File: config.mk
export PLATFORM = sky130hd
export DESIGN_NAME = time_set_ctrl
export DESIGN_NICKNAME = d
export VERILOG_FILES = /design/src/rtl/time_set_ctrl.sv
export SDC_FILE = /design/constraint.sdc
export NUM_CORES = 1
export LEC_CHECK = 0
export CAP_MARGIN = 25
export CORE_ASPECT_RATIO = 1.75
export CORE_MARGIN = 1
export CORE_UTILIZATION = 50
export CTS_CLUSTER_SIZE = 14
export DETAILED_ROUTE_END_ITERATION = 6
export PLACE_DENSITY_LB_ADDON = 0.2
export SYNTH_ARGS = -nofsm -noshare
export SYNTH_HDL_FRONTEND = slang
export SYNTH_SLANG_ARGS = --single-unit
File: constraint.sdc
create_clock -name clk -period 7 [get_ports clk]
set_input_delay 1.4 -clock clk [delete_from_list [all_inputs] [get_ports clk]]
set_output_delay 1.4 -clock clk [all_outputs]
set_load 0.01 [all_outputs]
File: src/rtl/time_set_ctrl.sv
// time_set_ctrl: run/set sequencer for the HH:MM:SS counter.
// In RUN it forwards the 1 Hz tick as the seconds advance. In SET it freezes
// seconds and steps hours or minutes from a single increment button, with
// hold-to-repeat, display blinking of the selected field and an idle timeout.
module time_set_ctrl #(
    parameter logic [23:0] HOLD_CYCLES   = 24'd12_000_000,
    parameter logic [23:0] REPEAT_CYCLES = 24'd3_000_000,
    parameter logic [7:0]  TIMEOUT_TICKS = 8'd30
) (
    input  logic       clk,
    input  logic       rst,
    input  logic       tick_1hz,
    input  logic       btn_mode,
    input  logic       btn_inc,
    output logic [2:0] adv,
    output logic       mode,
    output logic [1:0] sel,
    output logic       blink
);

    typedef enum logic [1:0] {RUN = 2'd0, SET_HR = 2'd1, SET_MIN = 2'd2} state_t;

    state_t      state_q, state_n;
    logic        mode_hist, inc_hist;
    logic        mode_press, inc_press;
    logic        inc_act, inc_act_n;    // current inc hold began with a press in this state
    logic        rep_on, rep_on_n;      // initial hold delay has elapsed
    logic [23:0] hold_cnt, hold_n;
    logic [23:0] rep_cnt, rep_n;
    logic [7:0]  tmo_cnt, tmo_n;
    logic [1:0]  bhold, bhold_n;        // ticks left with the field forced visible
    logic        strobe;
    logic [2:0]  adv_n;
    logic        mode_n, blink_n;
    logic [1:0]  sel_n;

    assign mode_press = btn_mode & ~mode_hist;
    assign inc_press  = btn_inc & ~inc_hist;

    // State, counters and registered outputs; history regs reset high so a
    // button held through reset is not seen as a press.
    always_ff @(posedge clk) begin
        if (rst) begin
            state_q   <= RUN;
            mode_hist <= 1'b1;
            inc_hist  <= 1'b1;
            inc_act   <= 1'b0;
            rep_on    <= 1'b0;
            hold_cnt  <= '0;
            rep_cnt   <= '0;
            tmo_cnt   <= '0;
            bhold     <= '0;
            adv       <= 3'b000;
            mode      <= 1'b1;
            sel       <= 2'b00;
            blink     <= 1'b1;
        end else begin
            state_q   <= state_n;
            mode_hist <= btn_mode;
            inc_hist  <= btn_inc;
            inc_act   <= inc_act_n;
            rep_on    <= rep_on_n;
            hold_cnt  <= hold_n;
            rep_cnt   <= rep_n;
            tmo_cnt   <= tmo_n;
            bhold     <= bhold_n;
            adv       <= adv_n;
            mode      <= mode_n;
            sel       <= sel_n;
            blink     <= blink_n;
        end
    end

    // Next state, auto-repeat, timeout and blink logic.
    always_comb begin
        state_n   = state_q;
        inc_act_n = inc_act;
        rep_on_n  = rep_on;
        hold_n    = hold_cnt;
        rep_n     = rep_cnt;
        tmo_n     = tmo_cnt;
        bhold_n   = bhold;
        blink_n   = blink;
        strobe    = 1'b0;
        adv_n     = 3'b000;

        case (state_q)
            RUN: begin
                adv_n[0] = tick_1hz;
                if (mode_press) state_n = SET_HR;
            end
            SET_HR, SET_MIN: begin
                if (!btn_inc) begin
                    inc_act_n = 1'b0;
                    rep_on_n  = 1'b0;
                    hold_n    = '0;
                    rep_n     = '0;
                end else if (inc_press) begin
                    inc_act_n = 1'b1;
                    rep_on_n  = 1'b0;
                    hold_n    = 24'd1;
                    rep_n     = '0;
                    strobe    = 1'b1;
                end else if (inc_act) begin
                    if (!rep_on) begin
                        if (hold_cnt == HOLD_CYCLES - 24'd1) begin
                            strobe   = 1'b1;
                            rep_on_n = 1'b1;
                            rep_n    = 24'd1;
                        end else begin
                            hold_n = hold_cnt + 24'd1;
                        end
                    end else if (rep_cnt == REPEAT_CYCLES) begin
                        strobe = 1'b1;
                        rep_n  = 24'd1;
                    end else begin
                        rep_n = rep_cnt + 24'd1;
                    end
                end

                if (strobe || inc_press) tmo_n = '0;
                else if (tick_1hz)       tmo_n = tmo_cnt + 8'd1;

                if (strobe) begin
                    blink_n = 1'b1;
                    bhold_n = 2'd2;
                end else if (tick_1hz) begin
                    if (bhold != 2'd0) begin
                        bhold_n = bhold - 2'd1;
                        blink_n = 1'b1;
                    end else begin
                        blink_n = ~blink;
                    end
                end

                if (strobe) adv_n = (state_q == SET_HR) ? 3'b100 : 3'b010;

                if (mode_press)                 state_n = (state_q == SET_HR) ? SET_MIN : RUN;
                else if (tmo_n == TIMEOUT_TICKS) state_n = RUN;
            end
            default: state_n = RUN;
        endcase

        // Any state change drops a pending field strobe and restarts all timing;
        // a held inc must be released and pressed again to act in the new state.
        if (state_n != state_q) begin
            adv_n[2:1] = 2'b00;
            inc_act_n  = 1'b0;
            rep_on_n   = 1'b0;
            hold_n     = '0;
            rep_n      = '0;
            tmo_n      = '0;
            bhold_n    = '0;
            blink_n    = 1'b1;
        end

        mode_n = (state_n == RUN);
        case (state_n)
            SET_HR:  sel_n = 2'b10;
            SET_MIN: sel_n = 2'b01;
            default: sel_n = 2'b00;
        endcase
    end

endmodule

# After elaboration in Yosys (flattened, before gate mapping)
# Cells that the tools add are included.
# totals
input_bits	5
output_inout_bits	7
elab_cells	95
ff_bits	71
# op_classes
eq_ne	13
bitwise	7
add_sub_neg	4
muxes	42
reduce_logical	15
# op_table
cell	count
$mux W24	11
$add A24 B1 Y24 const B	2
$eq A24 B22 Y1 const B	1
$eq A24 B24 Y1 const B	1
$mux W8	3
$mux W1	17
$mux W2	7
$add A8 B1 Y8 const B	1
$eq A8 B5 Y1 const B	1
$pmux W2 S2	2
$ne A3 B3 Y1 const B	2
$reduce_and A2 Y1	3
$reduce_and A3 Y1	2
$reduce_bool A2 Y1	3
$not A1 Y1	5
$eq A2 B1 Y1 const B	2
$eq A2 B2 Y1 const B	2
$logic_not A2 Y1	2
$ne A4 B1 Y1 const B	1
$reduce_and A4 Y1	1
$reduce_or A2 Y1	2
$reduce_or A4 Y1	1
$mux W3	1
$ne A3 B1 Y1 const B	1
6 further kinds	7

# Longest topological paths before layout
# Gate-level depths: netlist of the first run.
# depth
word_depth	16
depth_mapped	10
mapped_depth_nobuf	8

# Least setup slack after synthesis of the first run
# Ideal clock, no wire load.
# synth_timing
path_kind	in2reg
from	input port tick_1hz
to	register hold_cnt[15]
required_time_ns	6.865
path_stages	8
arrival_time_ns	3.289
setup_ns	0.135
path_slack_ns	3.576
path_buffers	2
path_cell_list	buf_2 and4_1 a211oi_1 o21ai_1 a2111o_1 o311ai_2 clkbuf_1 a211oi_1
# synth_via
elab_chain_cells	9
# synth_lines
item	line_no	rtl
from (decl)	12	input logic tick_1hz,
$mux W8	122	else if (tick_1hz) tmo_n = tmo_cnt + 8'd1;
$mux W8	121	if (strobe || inc_press) tmo_n = '0;
$mux W8	87	case (state_q)
$eq A8 B5 Y1	139	else if (tmo_n == TIMEOUT_TICKS) state_n = RUN;
$mux W2	139	
$mux W2	138	if (mode_press) state_n = (state_q == SET_HR) ? SET_MIN : RUN;
$pmux W2 S2	87	
$ne A2 B2 Y1	146	if (state_n != state_q) begin
$reduce_or A2 Y1 (no line)	--	
to (signal assigned)	63	hold_cnt <= hold_n;
to (decl)	28	logic [23:0] hold_cnt, hold_n;
# No other way between the ends. The select of a mux whose other input is x is not followed.
# A chain may end at the register's enable or synchronous reset.

# Worst setup path in the final report of the first run
# layout_timing
from	input port tick_1hz
to	register hold_cnt[3]
# The elaborated chain is that of the path after synthesis.

==> results of run 1 <==
worst max-delay path by stage:
stage / startpoint / end / slack, ns / depth (start not counted)
6_report: tick_1hz / hold_cnt[3]$_SDFFE_PP0P_ / 2.81 / 8
5_1_grt: tick_1hz / hold_cnt[6]$_SDFFE_PP0P_ / 2.66 / 8
4_1_cts: tick_1hz / rep_cnt[7]$_SDFFE_PP0P_ / 2.84 / 8
3_5_place_dp: tick_1hz / hold_cnt[3]$_SDFFE_PP0P_ / 2.48 / 8
3_3_place_gp: tick_1hz / rep_cnt[3]$_SDFFE_PP0P_ / 2.55 / 8
2_1_floorplan: tick_1hz / hold_cnt[15]$_SDFFE_PP0P_ / 3.58 / 8
cells in the mapped netlist, types with 3 or more instances:
cell type	n
a211oi_1	24
a21oi_1	12
a22oi_1	4
a31oi_1	6
and3_1	11
and4_1	3
buf_2	6
clkbuf_1	23
dfxtp_1	71
ha_1	8
inv_1	18
nand2_1	35
nand3_1	26
nand4_1	12
nor2_1	22
nor3_1	29
nor4_1	9
o2111ai_1	6
o211ai_1	11
o21ai_0	27
o31ai_1	12
or2_2	4
or3_1	16
or4_1	13
or4_4	3
xnor2_1	6
xor2_1	17
power breakdown:
group / switching, mW / total [mW] / internal [mW]
Clock: 0.166 / 0.449 / 0.284
Combinational: 0.0304 / 0.0435 / 0.0130
Sequential: 0.00230 / 0.409 / 0.407
Total: 0.199 / 0.902 / 0.704
logic make-up (layout without fill, tap and decap cells):
group | after synthesis | after routing | share of synthesized area
and+or+nand+nor | 196 | 196 | 0.277
AOI/OAI and AO/OA | 125 | 125 | 0.229
DFF | 71 | 71 | 0.363
buffers and inverters | 49 | 51 | 0.0508
xor gates and xnor gates | 23 | 23 | 0.0515
adders and majority gates | 8 | 8 | 0.0256
muxes | 1 | 1 | 0.00256
layer usage:
layer | vias to the layer above | share of wire | wire, µm | GRT usage
li1 | 1800 | - | - | -
met1 | 1706 | 0.43 | 3690 | 0.265
met2 | 36 | 0.53 | 4540 | 0.396
met3 | 17 | 0.020 | 176 | 0.0412
met4 | 0 | 0.026 | 224 | 0.121
met5 | - | 0 | 0 | 0
cell type report:
class                   count  area [µm²]  share of cell area
clock buffers              12         246              0.0565
flip-flops and latches     71        1420               0.326
repair buffers             17         155              0.0356
clock inverters             4        45.0              0.0103
inverters                  18        67.6              0.0155
well taps                  88         110              0.0252
multi-input cells         353        2320               0.531
registers in the layout, indices dropped and copies added, names as in the netlist:
signal     cells
inc_act        1
mode_hist      1
blink          1
state_q        2
inc_hist       1
sel            2
hold_cnt      24
bhold          2
tmo_cnt        8
adv            3
rep_on         1
rep_cnt       24
mode           1
stage by stage:
step                      worst slack [ns]  area, µm²
after floorplan                       3.58       3910
after global placement                2.55       4070
after detailed placement              2.48       4070
after CTS                             2.84       4360
after global routing                  2.66       4360
final                                 2.81       4360
critical path: cells and delay by family:
family | cells | cell delay, ns
AO/OA/AOI/OAI | 3 | 1.12
buffers and inverters | 2 | 1.20
AND/OR/NAND/NOR | 3 | 0.66
==> results.cfg, run 1 <==
[run_status]
outcome = finished, final reports clean

[sta]
tns_ns = 0
finalCritPeriodShare = 0.599
hold_viol = 0
finalSetupViolCount = 0
final.min_clock_period_ns = 4.19
final_max_slew_viol_count = 0
whs_ns = 0.481
max_slew_margin = 0.443
tightest_slew_ns = 0.814
rsz0062_at_grt = no
finalClockSkew_ns = 0.00654
timing.fmax_mhz = 239

[critical_path]
cp_max_fo = 50
critPathArrivalTime_ns = 4.39
r2r_end = rep_cnt[23]$_SDFFE_PP0P_
reg2reg_depth = 9
worst_path_largest_cell_delay_ns = 0.61
crit_path_cell_trace = clkdlybuf4s50_1, nand4_1, nor2_1, o21ai_1, a2111o_1, o311ai_4, buf_4, nor3_1
critPathCaptureType = flop
rr_startpoint = state_q[1]$_SDFF_PP0_
start_kind = input port
cp_slowest_cell = clkdlybuf4s50_1
critical_path_class = in -> reg
critPathRequiredTime_ns = 7.20
reg2reg_slack_ns = 3.39

[layout]
areaGrowthSynthToFinish_pct = 11.5
final_cell_mix = dfxtp_1, nand2_1, nor3_1
fill_cells = 692
final_core_util = 0.577
finalNonFillerCells = 563
fin_nets = 483
layout-drive-gt1-share = 0.0758
antenna_cells = 0
final_common_cell = dfxtp_1

[routing]
firstDrtPassIters = 4
drt_iter0_drc = 226
vias_per_cell = 6.32
ant_nets = 0
drt-total-wl_um = 8630
vias = 3559
wl_per_cell_um = 15.3
drc = 0

[cts]
hold_buffers = 0
cts_buffer_depth = 2
cts_root_buf = clkbuf_16
numCtsBuffers = 9
postCtsSetupBuffers = 0
tritoncts = built
path_clk_slew_ns = 0.06
cts_htree_levels = 3
worstSkewPairLatency_ns = 0.34
cts_resized = 0
cts_sinks = 71

[yosys]
ys_async_sr_fraction = 0
ys_seq_elements = 71
synth_area_leader_cell = dfxtp_1
syn_avg_cell_area_um2 = 8.27
synth_cell_types = 57
synth-main-ff-cell = dfxtp_1
syn_nets = 486
synth_edf_count = 0
synth_top_cell_area_share = 0.363
synth_area_leaders = dfxtp_1, a211oi_1, xor2_1
synth_cells = 473
ys_seq_area_frac = 0.363
synth_area_um2 = 3910
yosys_warnings = 0

[floorplanning]
die_x_um = 68.9
start_util = 0.517
coreArea_um2 = 7570
die_h_um = 119
row_count = 42
io_pins = 12
die-area_um2 = 8200

[grt]
grt_pass1_wl_um = 14700
grt_pass1_vias = 3375
antenna_found_initial = 0
grt_usage = 0.234
grt_max_degree = 51
overflow = 0

[place]
globalplace.congestion = 0.874
numPortBuffers = 11
place_inst = 547
dp_hpwl_um = 5880

[worst_hold_path]
min_path_cells = 2
hp-class = reg -> reg
min_from = bhold[1]$_SDFFE_PP0P_
holdPathEnd = bhold[1]$_SDFFE_PP0P_

[pwr]
total_power_uw = 902
power_density_nw_per_um2 = 207
leakagePower_nw = 1.35
ir_worst_vdd_mv = 0.124

[flow_run]
max-cap-violations = 0
Power figures use the tool's default switching activity.
==> inputs of run 2 (changes only) <==
Clock period 7 ns to 3.8 ns, I/O delays scaled along.
==> run 2 against run 1 <==
  * Clock-buffer cell count fell by 1
  * Critical endpoint is now rep_cnt[17]$_SDFFE_PP0P_
  * First-iteration DRC count rose by 66%
  * Core utilization rose by 1.0 points
  * Global-route usage rose by 1.6 points
  * Cell area rose by 1.7%
  * Worst setup slack got worse by 2.0 ns
  * Sequential share of layout area fell by 0.56 points
  * Clock power rose by 110%
  * Worst hold slack got worse by 0.0021 ns
  * Die area did not move
==> results.cfg, run 2 (synthesized netlist as in run 1, its figures left out) <==
[run_status]
outcome = finished, final reports clean

[pwr]
power_frac_clock = 0.526
power_density_nw_per_um2 = 400
switching_share = 0.219
seqPwrFrac = 0.425
pwr-share-comb = 0.049
p_sw_uw = 388
ir_worst_vdd_mv = 0.239
leakagePower_nw = 1.38
p_int_mw = 1.39

[place]
globalplace.congestion = 0.952
dp_hpwl_um = 6160
numPortBuffers = 11

[cts]
numCtsBuffers = 9
cts_htree_levels = 3
postCtsSetupBuffers = 0
tritoncts = built
cts_resized = 0
cts_root_buf = clkbuf_16
path_clk_slew_ns = 0.06
worstSkewPairLatency_ns = 0.34
cts_sinks = 71
hold_buffers = 0
cts_buffer_depth = 2

[critical_path]
critPathRequiredTime_ns = 3.98
critPathCaptureType = flop
cp_max_fo = 52
critPathArrivalTime_ns = 3.20
critical_path_class = in -> reg
start_kind = input port

[floorplanning]
coreArea_um2 = 7570
die_x_um = 68.9
die-area_um2 = 8200
io_pins = 12
die_h_um = 119
row_count = 42
start_util = 0.517

[layout]
fin_nets = 486
antenna_cells = 0
top_regs = hold_cnt: 24 flops, rep_cnt: 24 flops, tmo_cnt: 8 flops
final_core_util = 0.587
register_area_um2 = 1420
areaGrowthSynthToFinish_pct = 13.5
fill_cells = 712
multiInputGateArea_um2 = 2320
final_cell_mix = dfxtp_1, nand2_1, nor3_1
layout-drive-gt1-share = 0.0858
final_common_cell = dfxtp_1

[sta]
finalSetupViolCount = 0
hold_viol = 0
tightest_slew_ns = 0.845
final_max_slew_viol_count = 0
tns_ns = 0
finalClockSkew_ns = 0.00887
finalCritPeriodShare = 0.795
max_slew_margin = 0.434
final.min_clock_period_ns = 3.02
timing.fmax_mhz = 331
rsz0062_at_grt = no

[routing]
firstDrtPassIters = 4
ant_nets = 0
vias = 3629
vias_per_cell = 6.41
drc = 0
drt-total-wl_um = 9250
drt_iter0_drc = 376
wl_per_cell_um = 16.3

[flow_run]
max-cap-violations = 0

[grt]
grt_usage = 0.250
antenna_found_initial = 0
grt_pass1_wl_um = 15800
overflow = 0
grt_pass1_vias = 3470
grt_max_degree = 53

[worst_hold_path]
hp-class = reg -> reg
==> run 2: changes by cell type in the layout (fill, tap and decap cells not counted), sizes merged <==
cell      delta
buf          +3
clkinv       -2
clkinvlp     +2
bufinv       +1
clkbuf       -1
==> run 2: power by group through the flow <==
| stage | Clock (mW) | Sequential (mW) | Combinational [mW] |
|---|---|---|---|
| final | 0.934 | 0.754 | 0.0866 |
| after global routing | 0.980 | 0.754 | 0.0937 |
| after CTS | 0.949 | 0.754 | 0.0863 |
| after detailed placement | 0 | 0.770 | 0.0860 |
| after global placement | 0 | 0.770 | 0.0850 |
| after floorplan | 0 | 0.770 | 0.0552 |
==> run 2: worst paths after layout <==
check,slack [ns],cells past startpoint,from,end
worst max-delay path,0.78,8,tick_1hz,rep_cnt[17]$_SDFFE_PP0P_
worst min-delay path,0.48,2,bhold[1]$_SDFFE_PP0P_,bhold[1]$_SDFFE_PP0P_
worst max register to register,0.78,9,state_q[0]$_SDFF_PP0_,rep_cnt[17]$_SDFFE_PP0P_
worst min register to register,0.48,2,bhold[1]$_SDFFE_PP0P_,bhold[1]$_SDFFE_PP0P_
==> run 2: area by class of cell <==
| class | count | share of cell area |
|---|---|---|
| flip-flops and latches | 71 | 0.320 |
| well taps | 88 | 0.0248 |
| repair buffers | 20 | 0.0428 |
| inverters | 18 | 0.0152 |
| clock buffers | 11 | 0.0569 |
| multi-input cells | 353 | 0.522 |
| clock inverters | 5 | 0.0180 |
==> run 2: critical path, stage by stage <==
cell,delay [ns]
clkdlybuf4s50_1,0.61
nand4_1,0.32
nor2_1,0.24
o21ai_1,0.11
a2111o_1,0.46
o311ai_4,0.29
buf_12,0.29
a211oi_1,0.09
==> run 2: through the flow <==
stage	hold WS, ns	setup slack (ns)	total power [mW]	std cells	area [µm²]
after CTS	0.485	0.816	1.79	566	4440
after detailed placement	0.476	0.468	0.856	550	4110
final	0.479	0.779	1.77	566	4440
after global placement	0.470	0.559	0.855	550	4110
after floorplan	0.449	1.02	0.825	473	3910
after global routing	0.509	0.570	1.83	566	4440
==> run 2: per-layer routing <==
layer / GRT usage / share of wire / vias to the layer above
li1: - / - / 1804
met1: 0.292 / 0.42 / 1753
met2: 0.419 / 0.53 / 57
met3: 0.0498 / 0.030 / 15
met4: 0.115 / 0.021 / 0
met5: 0 / 0 / -
==> inputs of run 3 (changes only) <==
Clock period 3.8 ns to 2.7 ns, I/O delays scaled along.
==> run 3 against run 2 <==
  * Non-clock buffer count grew 19
  * Global-route usage shrank 0.67 points
  * Critical endpoint is now rep_cnt[5]$_SDFFE_PP0P_
  * Sequential power grew 41%
  * Final cell count grew 3.5%
  * Largest power group unchanged
  * Cell area grew 4.1%
  * First-iteration DRC count shrank 27%
  * Combinational power grew 52%
  * Critical path depth grew 1
  * Core utilization grew 2.4 points
  * Flip-flop and latch count is the same
  * Wire length grew 1.0%
  * Via count grew 2.4%
==> results.cfg, run 3 (synthesized netlist as in run 1, its figures left out) <==
[pwr]
leakagePower_nw = 1.49
ir_worst_vdd_mv = 0.433
power_density_nw_per_um2 = 557

[layout]
fin_nets = 506
areaGrowthSynthToFinish_pct = 18.1
multiInputGateArea_um2 = 2340
layout-drive-gt1-share = 0.129
register_area_um2 = 1420
top_regs = hold_cnt: 24 flops, rep_cnt: 24 flops, tmo_cnt: 8 flops
fill_cells = 682
final_common_cell = dfxtp_1
antenna_cells = 0
final_core_util = 0.611
final_cell_mix = dfxtp_1, nand2_1, o21ai_0, nor3_1, buf_4

[grt]
grt_usage = 0.243
grt_pass1_vias = 3360
grt_max_degree = 47
grt_pass1_wl_um = 15500
overflow = 0
antenna_found_initial = 0

[floorplanning]
io_pins = 12
row_count = 42
die-area_um2 = 8200
die_x_um = 68.9
die_h_um = 119
coreArea_um2 = 7570
start_util = 0.517

[sta]
whs_ns = 0.480
max_slew_margin = 0.559
tightest_slew_ns = 0.659
final.min_clock_period_ns = 2.53
hold_viol = 0
finalClockSkew_ns = 0.00564
final_max_slew_viol_count = 0
finalCritPeriodShare = 0.936
finalSetupViolCount = 0
timing.fmax_mhz = 396

[critical_path]
critPathRequiredTime_ns = 2.93
critPathArrivalTime_ns = 2.76
cp_slowest_cell = o21a_1
critPathCaptureType = flop
reg2reg_slack_ns = 0.17
start_kind = flop
reg2reg_depth = 9
critical_path_class = reg -> reg
cp_max_fo = 9
r2r_end = rep_cnt[5]$_SDFFE_PP0P_
crit_path_cell_trace = inv_1, ha_1, nor4bb_1, nand4_1, o31ai_1, o21a_1, o311ai_4, buf_4, a211oi_1
rr_startpoint = rep_cnt[0]$_SDFFE_PP0P_
worst_path_largest_cell_delay_ns = 0.36

[routing]
vias_per_cell = 6.34
firstDrtPassIters = 4
drt_iter0_drc = 276
wl_per_cell_um = 15.9
drc = 0
vias = 3715
drt-total-wl_um = 9340
ant_nets = 0

[cts]
cts_root_buf = clkbuf_16
worstSkewPairLatency_ns = 0.34
cts_htree_levels = 3
cts_sinks = 71
hold_buffers = 0
path_clk_slew_ns = 0.06
tritoncts = built
numCtsBuffers = 9
cts_buffer_depth = 2

[worst_hold_path]
min_from = bhold[1]$_SDFFE_PP0P_
hp-class = reg -> reg
min_path_cells = 2
holdPathEnd = bhold[1]$_SDFFE_PP0P_

[run_status]
outcome = finished, final reports clean

[place]
numPortBuffers = 11
dp_hpwl_um = 6250
globalplace.congestion = 0.924

[flow_run]
max-cap-violations = 0
[run 3: changes by cell type in the layout (fill, tap and decap cells not counted)]
cell / before / now
nor3_2: 0 / 2
clkinvlp_4: 2 / 1
clkinv_2: 1 / 2
ha_2: 0 / 1
nor3_1: 29 / 27
clkbuf_8: 2 / 1
bufinv_16: 2 / 3
buf_4: 8 / 27
a31oi_2: 0 / 1
ha_1: 8 / 7
[run 3: how the worst max path moves through the flow]
stage / slack [ns] / to / start
4_1_cts: 0.11 / rep_cnt[22]$_SDFFE_PP0P_ / rep_cnt[3]$_SDFFE_PP0P_
2_1_floorplan: 0.14 / hold_cnt[15]$_SDFFE_PP0P_ / tick_1hz
5_1_grt: -0.01 / rep_cnt[23]$_SDFFE_PP0P_ / state_q[1]$_SDFF_PP0_
3_5_place_dp: -0.16 / rep_cnt[20]$_SDFFE_PP0P_ / tick_1hz
3_3_place_gp: -0.11 / hold_cnt[8]$_SDFFE_PP0P_ / tick_1hz
6_report: 0.17 / rep_cnt[5]$_SDFFE_PP0P_ / rep_cnt[0]$_SDFFE_PP0P_
[run 3: per-stage QoR]
step                power [mW]  setup TNS, ns  setup slack [ns]  area (µm²)  std cells
floorplan                 1.16              0             0.136        3910        473
global placement          1.21          -4.83            -0.105        4250        569
detailed placement        1.21          -7.88            -0.156        4250        569
CTS                       2.58              0             0.112        4600        585
global route              2.64        -0.0297           -0.0139        4620        586
finish                    2.57              0             0.173        4620        586
[run 3: power by group]
group / switching (mW) / internal, mW
Combinational: 0.0856 / 0.0467
Clock: 0.456 / 0.924
Sequential: 0.00622 / 1.05
Total: 0.548 / 2.03
[run 3: timing repair]
action,4_1_cts,5_1_grt
resized for setup,0,3
setup buffers,0,0
endpoints found under the hold margin,0,0
endpoints found under the setup margin,0,27
[run 3: final cells by class]
| type | instances | area share |
|---|---|---|
| clock inverters | 6 | 0.0233 |
| repair buffers | 39 | 0.0720 |
| multi-input cells | 354 | 0.507 |
| inverters | 18 | 0.0146 |
| flip-flops and latches | 71 | 0.308 |
| clock buffers | 10 | 0.0517 |
| well taps | 88 | 0.0238 |
[run 3: per-layer routing]
| metal | wire [µm] | track usage | vias up |
|---|---|---|---|
| li1 | - | - | 1843 |
| met1 | 4130 | 0.303 | 1776 |
| met2 | 4720 | 0.392 | 75 |
| met3 | 292 | 0.0527 | 21 |
| met4 | 200 | 0.0995 | 0 |
| met5 | 0 | 0 | - |
[run 3: critical path: cells and delay by family (launching register included)]
kind / cells / cell delay [ns]
simple gates: 2 / 0.49
buf+inv: 2 / 0.29
compound gates: 4 / 1.15
flops: 1 / 0.35
fa+ha+maj: 1 / 0.15
==> RTL edit 1: new RTL, flow settings as in run 3 <==
Make the reset (`rst`) asynchronous in one clocked block.
--- a/src/rtl/time_set_ctrl.sv
+++ b/src/rtl/time_set_ctrl.sv
@@ -39,7 +39,7 @@
 
     // State, counters and registered outputs; history regs reset high so a
     // button held through reset is not seen as a press.
-    always_ff @(posedge clk) begin
+    always_ff @(posedge clk or posedge rst) begin
         if (rst) begin
             state_q   <= RUN;
             mode_hist <= 1'b1;
Behaviour: differs if rst is asserted again (counterexample within 4 cycles, from zero or initial values and one cycle with rst high); with rst held inactive, the same outputs for 10 cycles.
==> RTL edit 1 against run 3 <==
Synthesized area rose by 17%. Design area rose by 19%. Maximum frequency fell by 3.1%. Utilization rose by 1.5 points. Sequential cell count did not move. Routed wire length rose by 37%. Worst setup slack got worse by 82 ps.
Power is not compared: it rests on default switching activity, and its combinational part moved more than twofold at a synthesized area within 25%.
==> RTL edit 1: results (changes against run 3) <==
| Step | Metric | Value | vs run 3 |
|---|---|---|---|
| status | Run status | finished clean | unchanged |
| detailed routing | Starting DRC count in detailed routing | 387 | was 276 |
| timing | Max Clock Skew | 8.36 ps | was 5.64 ps |
| global route | GR Layer Usage met3 | 0.0564 | was 0.0527 |
| global route | Met1 track demand over resource in global routing | 0.317 | was 0.303 |
| detailed routing | Total length of routed met3 wires | 512 microns | was 292 microns |
| setup path | Slowest cell on the critical path | sky130_fd_sc_hd__a2111o_2 | was sky130_fd_sc_hd__o21a_1 |
| detailed routing | Total via count in the routed design | 4489 | was 3715 |
| yosys | Leading cell types by count after synthesis | sky130_fd_sc_hd__dfrtp_1 (67), sky130_fd_sc_hd__nand2_1 (48), sky130_fd_sc_hd__a21oi_1 (46) | was sky130_fd_sc_hd__dfxtp_1 (71), sky130_fd_sc_hd__nand2_1 (35), sky130_fd_sc_hd__nor3_1 (29) |
| min path | Worst min-delay path category | input port to async pin | was register to register |
| yosys | Synthesized net count | 541 | was 486 |
| detailed routing | WL final | 12800 microns | was 9340 microns |
| global route | Vias in the first global route | 4391 | was 3360 |
| placed design | Routability Congestion | 0.891 | was 0.924 |
| yosys | Compound-gate portion of the synthesized area | 0.274 | was 0.229 |
| setup path | Delay of the slowest cell on the worst path | 470 ps | was 360 ps |
| global route | Met2 Track Usage GR | 0.516 | was 0.392 |
| detailed routing | Detail Route met2 WL | 6860 microns | was 4720 microns |
| global route | Wire length of the first global-routing pass | 20900 microns | was 15500 microns |
| global route | Pin count of the biggest net entering global routing | 72 | was 47 |
| layout | Proportion of layout cells with a drive suffix above 1 | 0.168 | was 0.129 |
| yosys | Xor and xnor area share after synthesis | 0.00192 | was 0.0515 |
| layout | Total Nets Final | 580 | was 506 |
| detailed routing | DRT Pass-1 Iters | 5 | was 4 |
| yosys | Ys async rst share | 1.00 | was 0 |
| layout | Fillers | 754 | was 682 |
| setup path | Critical Path Source | tick_1hz | was rep_cnt[0] |
| layout | Top Registers | hold_cnt x24, rep_cnt x24, tmo_cnt x8 | unchanged |
| yosys | Top_reg_cell synth | sky130_fd_sc_hd__dfrtp_1 | was sky130_fd_sc_hd__dfxtp_1 |
| setup path | Startpoint of the most critical register-to-register path | rep_cnt[15] | was rep_cnt[0] |
| detailed routing | Detailed-route wire length on metal 1 | 5080 microns | was 4130 microns |
| timing | Worst slew margin relative to its limit | 0.515 | was 0.559 |
| setup path | Data arrival time of the critical path | 2850 ps | was 2760 ps |
## RTL edit 1: changes by cell type in the layout (fill, tap and decap cells not counted), moves of 8 or more
cell	change
sky130_fd_sc_hd__a211oi_1	-22
sky130_fd_sc_hd__a21oi_1	+35
sky130_fd_sc_hd__a22oi_1	+27
sky130_fd_sc_hd__a31oi_1	+15
sky130_fd_sc_hd__buf_4	+19
sky130_fd_sc_hd__dfrtp_1	+67
sky130_fd_sc_hd__dfxtp_1	-71
sky130_fd_sc_hd__nand2_1	+13
sky130_fd_sc_hd__nand3_1	-10
sky130_fd_sc_hd__nor2_1	+8
sky130_fd_sc_hd__nor3_1	-8
sky130_fd_sc_hd__or4_1	-8
sky130_fd_sc_hd__xor2_1	-16
## RTL edit 1: layout make-up
| class | instances | area [sq um] | area share |
|---|---|---|---|
| Sequential cell | 71 | 1780 | 0.324 |
| Tap cell | 117 | 146 | 0.0266 |
| Timing Repair Buffer | 63 | 567 | 0.103 |
| Multi-Input combinational cell | 403 | 2610 | 0.474 |
| Clock inverter | 3 | 65.1 | 0.0118 |
| Inverter | 19 | 71.3 | 0.0130 |
| Clock buffer | 13 | 260 | 0.0473 |
## RTL edit 1: per-stage QoR
stage	hold slack, ps	worst slack [ps]	util	instances	instance area, sq um
6_report	582	91.1	0.626	689	5500
5_1_grt	612	-79.6	0.626	689	5500
4_1_cts	584	16.0	0.622	688	5460
3_5_place_dp	571	-282	0.585	672	5140
3_3_place_gp	562	-230	0.585	672	5140
2_1_floorplan	528	352	-	528	4560
## RTL edit 1: final timing paths
check	endpoint	slack [ps]	cells past startpoint
worst min-delay path	hold_cnt[15]	580	3
min in group clk	bhold[0]	590	2
max in group asynchronous	inc_hist	1720	3
worst min register to register	bhold[0]	590	2
worst max-delay path	rep_cnt[8]	90	8
worst max register to register	rep_cnt[8]	100	7
==> RTL edit 2: new RTL, settings of run 3 <==
Without the edit above. The parameter `HOLD_CYCLES` goes from 24'd12_000_000 to 24'd9000000.
--- a/src/rtl/time_set_ctrl.sv
+++ b/src/rtl/time_set_ctrl.sv
@@ -3,7 +3,7 @@
 // seconds and steps hours or minutes from a single increment button, with
 // hold-to-repeat, display blinking of the selected field and an idle timeout.
 module time_set_ctrl #(
-    parameter logic [23:0] HOLD_CYCLES   = 24'd12_000_000,
+    parameter logic [23:0] HOLD_CYCLES   = 24'd9000000,
     parameter logic [23:0] REPEAT_CYCLES = 24'd3_000_000,
     parameter logic [7:0]  TIMEOUT_TICKS = 8'd30
 ) (
Function: same outputs for any inputs over 10 cycles, from zero or initial values and one cycle with rst high; that may be too few to reach the edited logic, so the function may still have changed.
==> RTL edit 2 against run 3 <==
Non-clock buffer count up 10. Synthesized area down 1.2%. Critical endpoint unchanged. Total power up 2.7%. Critical path type is now input port to register. Routed wire length down 1.9%. Design area up 2.3%. Sequential cell count unchanged. Worst setup slack worse by 13 ps.
==> RTL edit 2: results (changes against run 3) <==
| Step | Metric | Value | vs run 3 |
|---|---|---|---|
| detailed routing | Total via count in the routed design | 3454 | was 3715 |
| setup path | Max Fanout on Critical Path | 12 | was 9 |
| pwr | VDD IR max | 0.465 mV | was 0.433 mV |
| yosys | Synth top area cells | sky130_fd_sc_hd__dfxtp_1 (37%), sky130_fd_sc_hd__xnor2_1 (9.3%), sky130_fd_sc_hd__nor3_1 (6.3%) | was sky130_fd_sc_hd__dfxtp_1 (36%), sky130_fd_sc_hd__a211oi_1 (4.6%), sky130_fd_sc_hd__xor2_1 (3.8%) |
| layout | Top Registers | hold_cnt x24, rep_cnt x24, tmo_cnt x8 | unchanged |
| placed design | Routability Congestion | 0.854 | was 0.924 |
| placed design | Cell count after placement | 567 | was 569 |
| global route | Pin count of the biggest net entering global routing | 24 | was 47 |
| detailed routing | Starting DRC count in detailed routing | 138 | was 276 |
| yosys | Yosys warnings | 0 | unchanged |
| global route | Global-route usage over all layers | 0.248 | was 0.243 |
| pwr | Leakage component of the power | 1.54 nW | was 1.49 nW |
| status | Run status | finished clean | unchanged |
| yosys | Mean Syn Cell Area | 8.58 sq um | was 8.27 sq um |
| placed design | Sum of net half-perimeters after detailed placement | 6600 microns | was 6250 microns |
| layout | Proportion of layout cells with a drive suffix above 1 | 0.156 | was 0.129 |
| yosys | Number of distinct library cells after synthesis | 60 | was 57 |
| placed design | Instance area at placement | 0.00434 sq mm | was 0.00425 sq mm |
| layout | Total Nets Final | 503 | was 506 |
| timing | Worst slew margin relative to its limit | 0.612 | was 0.559 |
| yosys | Leading cell types by count after synthesis | sky130_fd_sc_hd__dfxtp_1 (71), sky130_fd_sc_hd__nor3_1 (49), sky130_fd_sc_hd__xnor2_1 (41) | was sky130_fd_sc_hd__dfxtp_1 (71), sky130_fd_sc_hd__nand2_1 (35), sky130_fd_sc_hd__nor3_1 (29) |
| yosys | Share of the yosys chip area belonging to registers | 0.368 | was 0.363 |
| setup path | Worst r2r path cells | 6 | was 9 |
| yosys | Synthesized net count | 464 | was 486 |
| detailed routing | Average vias per placed instance | 5.92 | was 6.34 |
| clock network | Clock latency of the later-clocked register in the worst-skew pair | 340 ps | about the same |
[RTL edit 2: logic make-up after synthesis]
family                   share of synthesized area
flip-flops                                   0.368
adder cells (fa/ha/maj)                     0.0259
AND/OR/NAND/NOR                              0.353
AO/OA/AOI/OAI                               0.0903
XOR/XNOR                                     0.122
buffers and inverters                       0.0330
multiplexers                               0.00809
[RTL edit 2: worst max-delay path, cell delays in order]
cell,delay [ps]
sky130_fd_sc_hd__clkdlybuf4s50_1,530
sky130_fd_sc_hd__xor2_1,190
sky130_fd_sc_hd__or4_1,460
sky130_fd_sc_hd__nor4_2,270
sky130_fd_sc_hd__nand4_2,180
sky130_fd_sc_hd__a2bb2oi_4,200
sky130_fd_sc_hd__buf_12,150
sky130_fd_sc_hd__buf_4,160
sky130_fd_sc_hd__nor3b_1,60
[RTL edit 2: what timing repair did]
item	4_1_cts	5_1_grt
hold endpoints to repair	0	0
setup endpoints to repair	0	48
gates resized for setup	0	6
[RTL edit 2: layout make-up]
cell class,instances,share of cell area
clock inverters,6,0.0281
well taps,88,0.0233
repair buffers,49,0.0916
inverters,10,0.00794
clock buffers,10,0.0484
flip-flops and latches,71,0.301
multi-input cells,349,0.500
[RTL edit 2: metrics by stage]
stage	total power, mW	util	hold WS (ps)
after floorplan	1.17	-	481
after global placement	1.23	0.577	507
after detailed placement	1.23	0.577	512
after CTS	2.66	0.625	522
after global routing	2.72	0.629	562
final	2.64	0.629	528
[RTL edit 2: path summary, 6_finish.rpt]
| check | to | start | slack (ps) |
|---|---|---|---|
| max | rep_cnt[5] | tick_1hz | 160 |
| min reg2reg | tmo_cnt[6] | tmo_cnt[6] | 530 |
| min | tmo_cnt[6] | tmo_cnt[6] | 530 |
| max reg2reg | sel[1] | hold_cnt[13] | 170 |
[RTL edit 2: metal layers]
metal  up-vias  GRT usage  routed length, microns
met2        61      0.431                    4910
met1      1648      0.273                    3760
li1       1718          -                       -
met3        27     0.0454                     226
met5         -          0                       0
met4         0      0.122                     266
[RTL edit 2: report_power, final]
| group | internal [mW] | leakage, nW | switching [mW] |
|---|---|---|---|
| clock | 0.994 | 0.173 | 0.436 |
| combinational | 0.0648 | 0.795 | 0.0885 |
| sequential | 1.06 | 0.573 | 0.00496 |
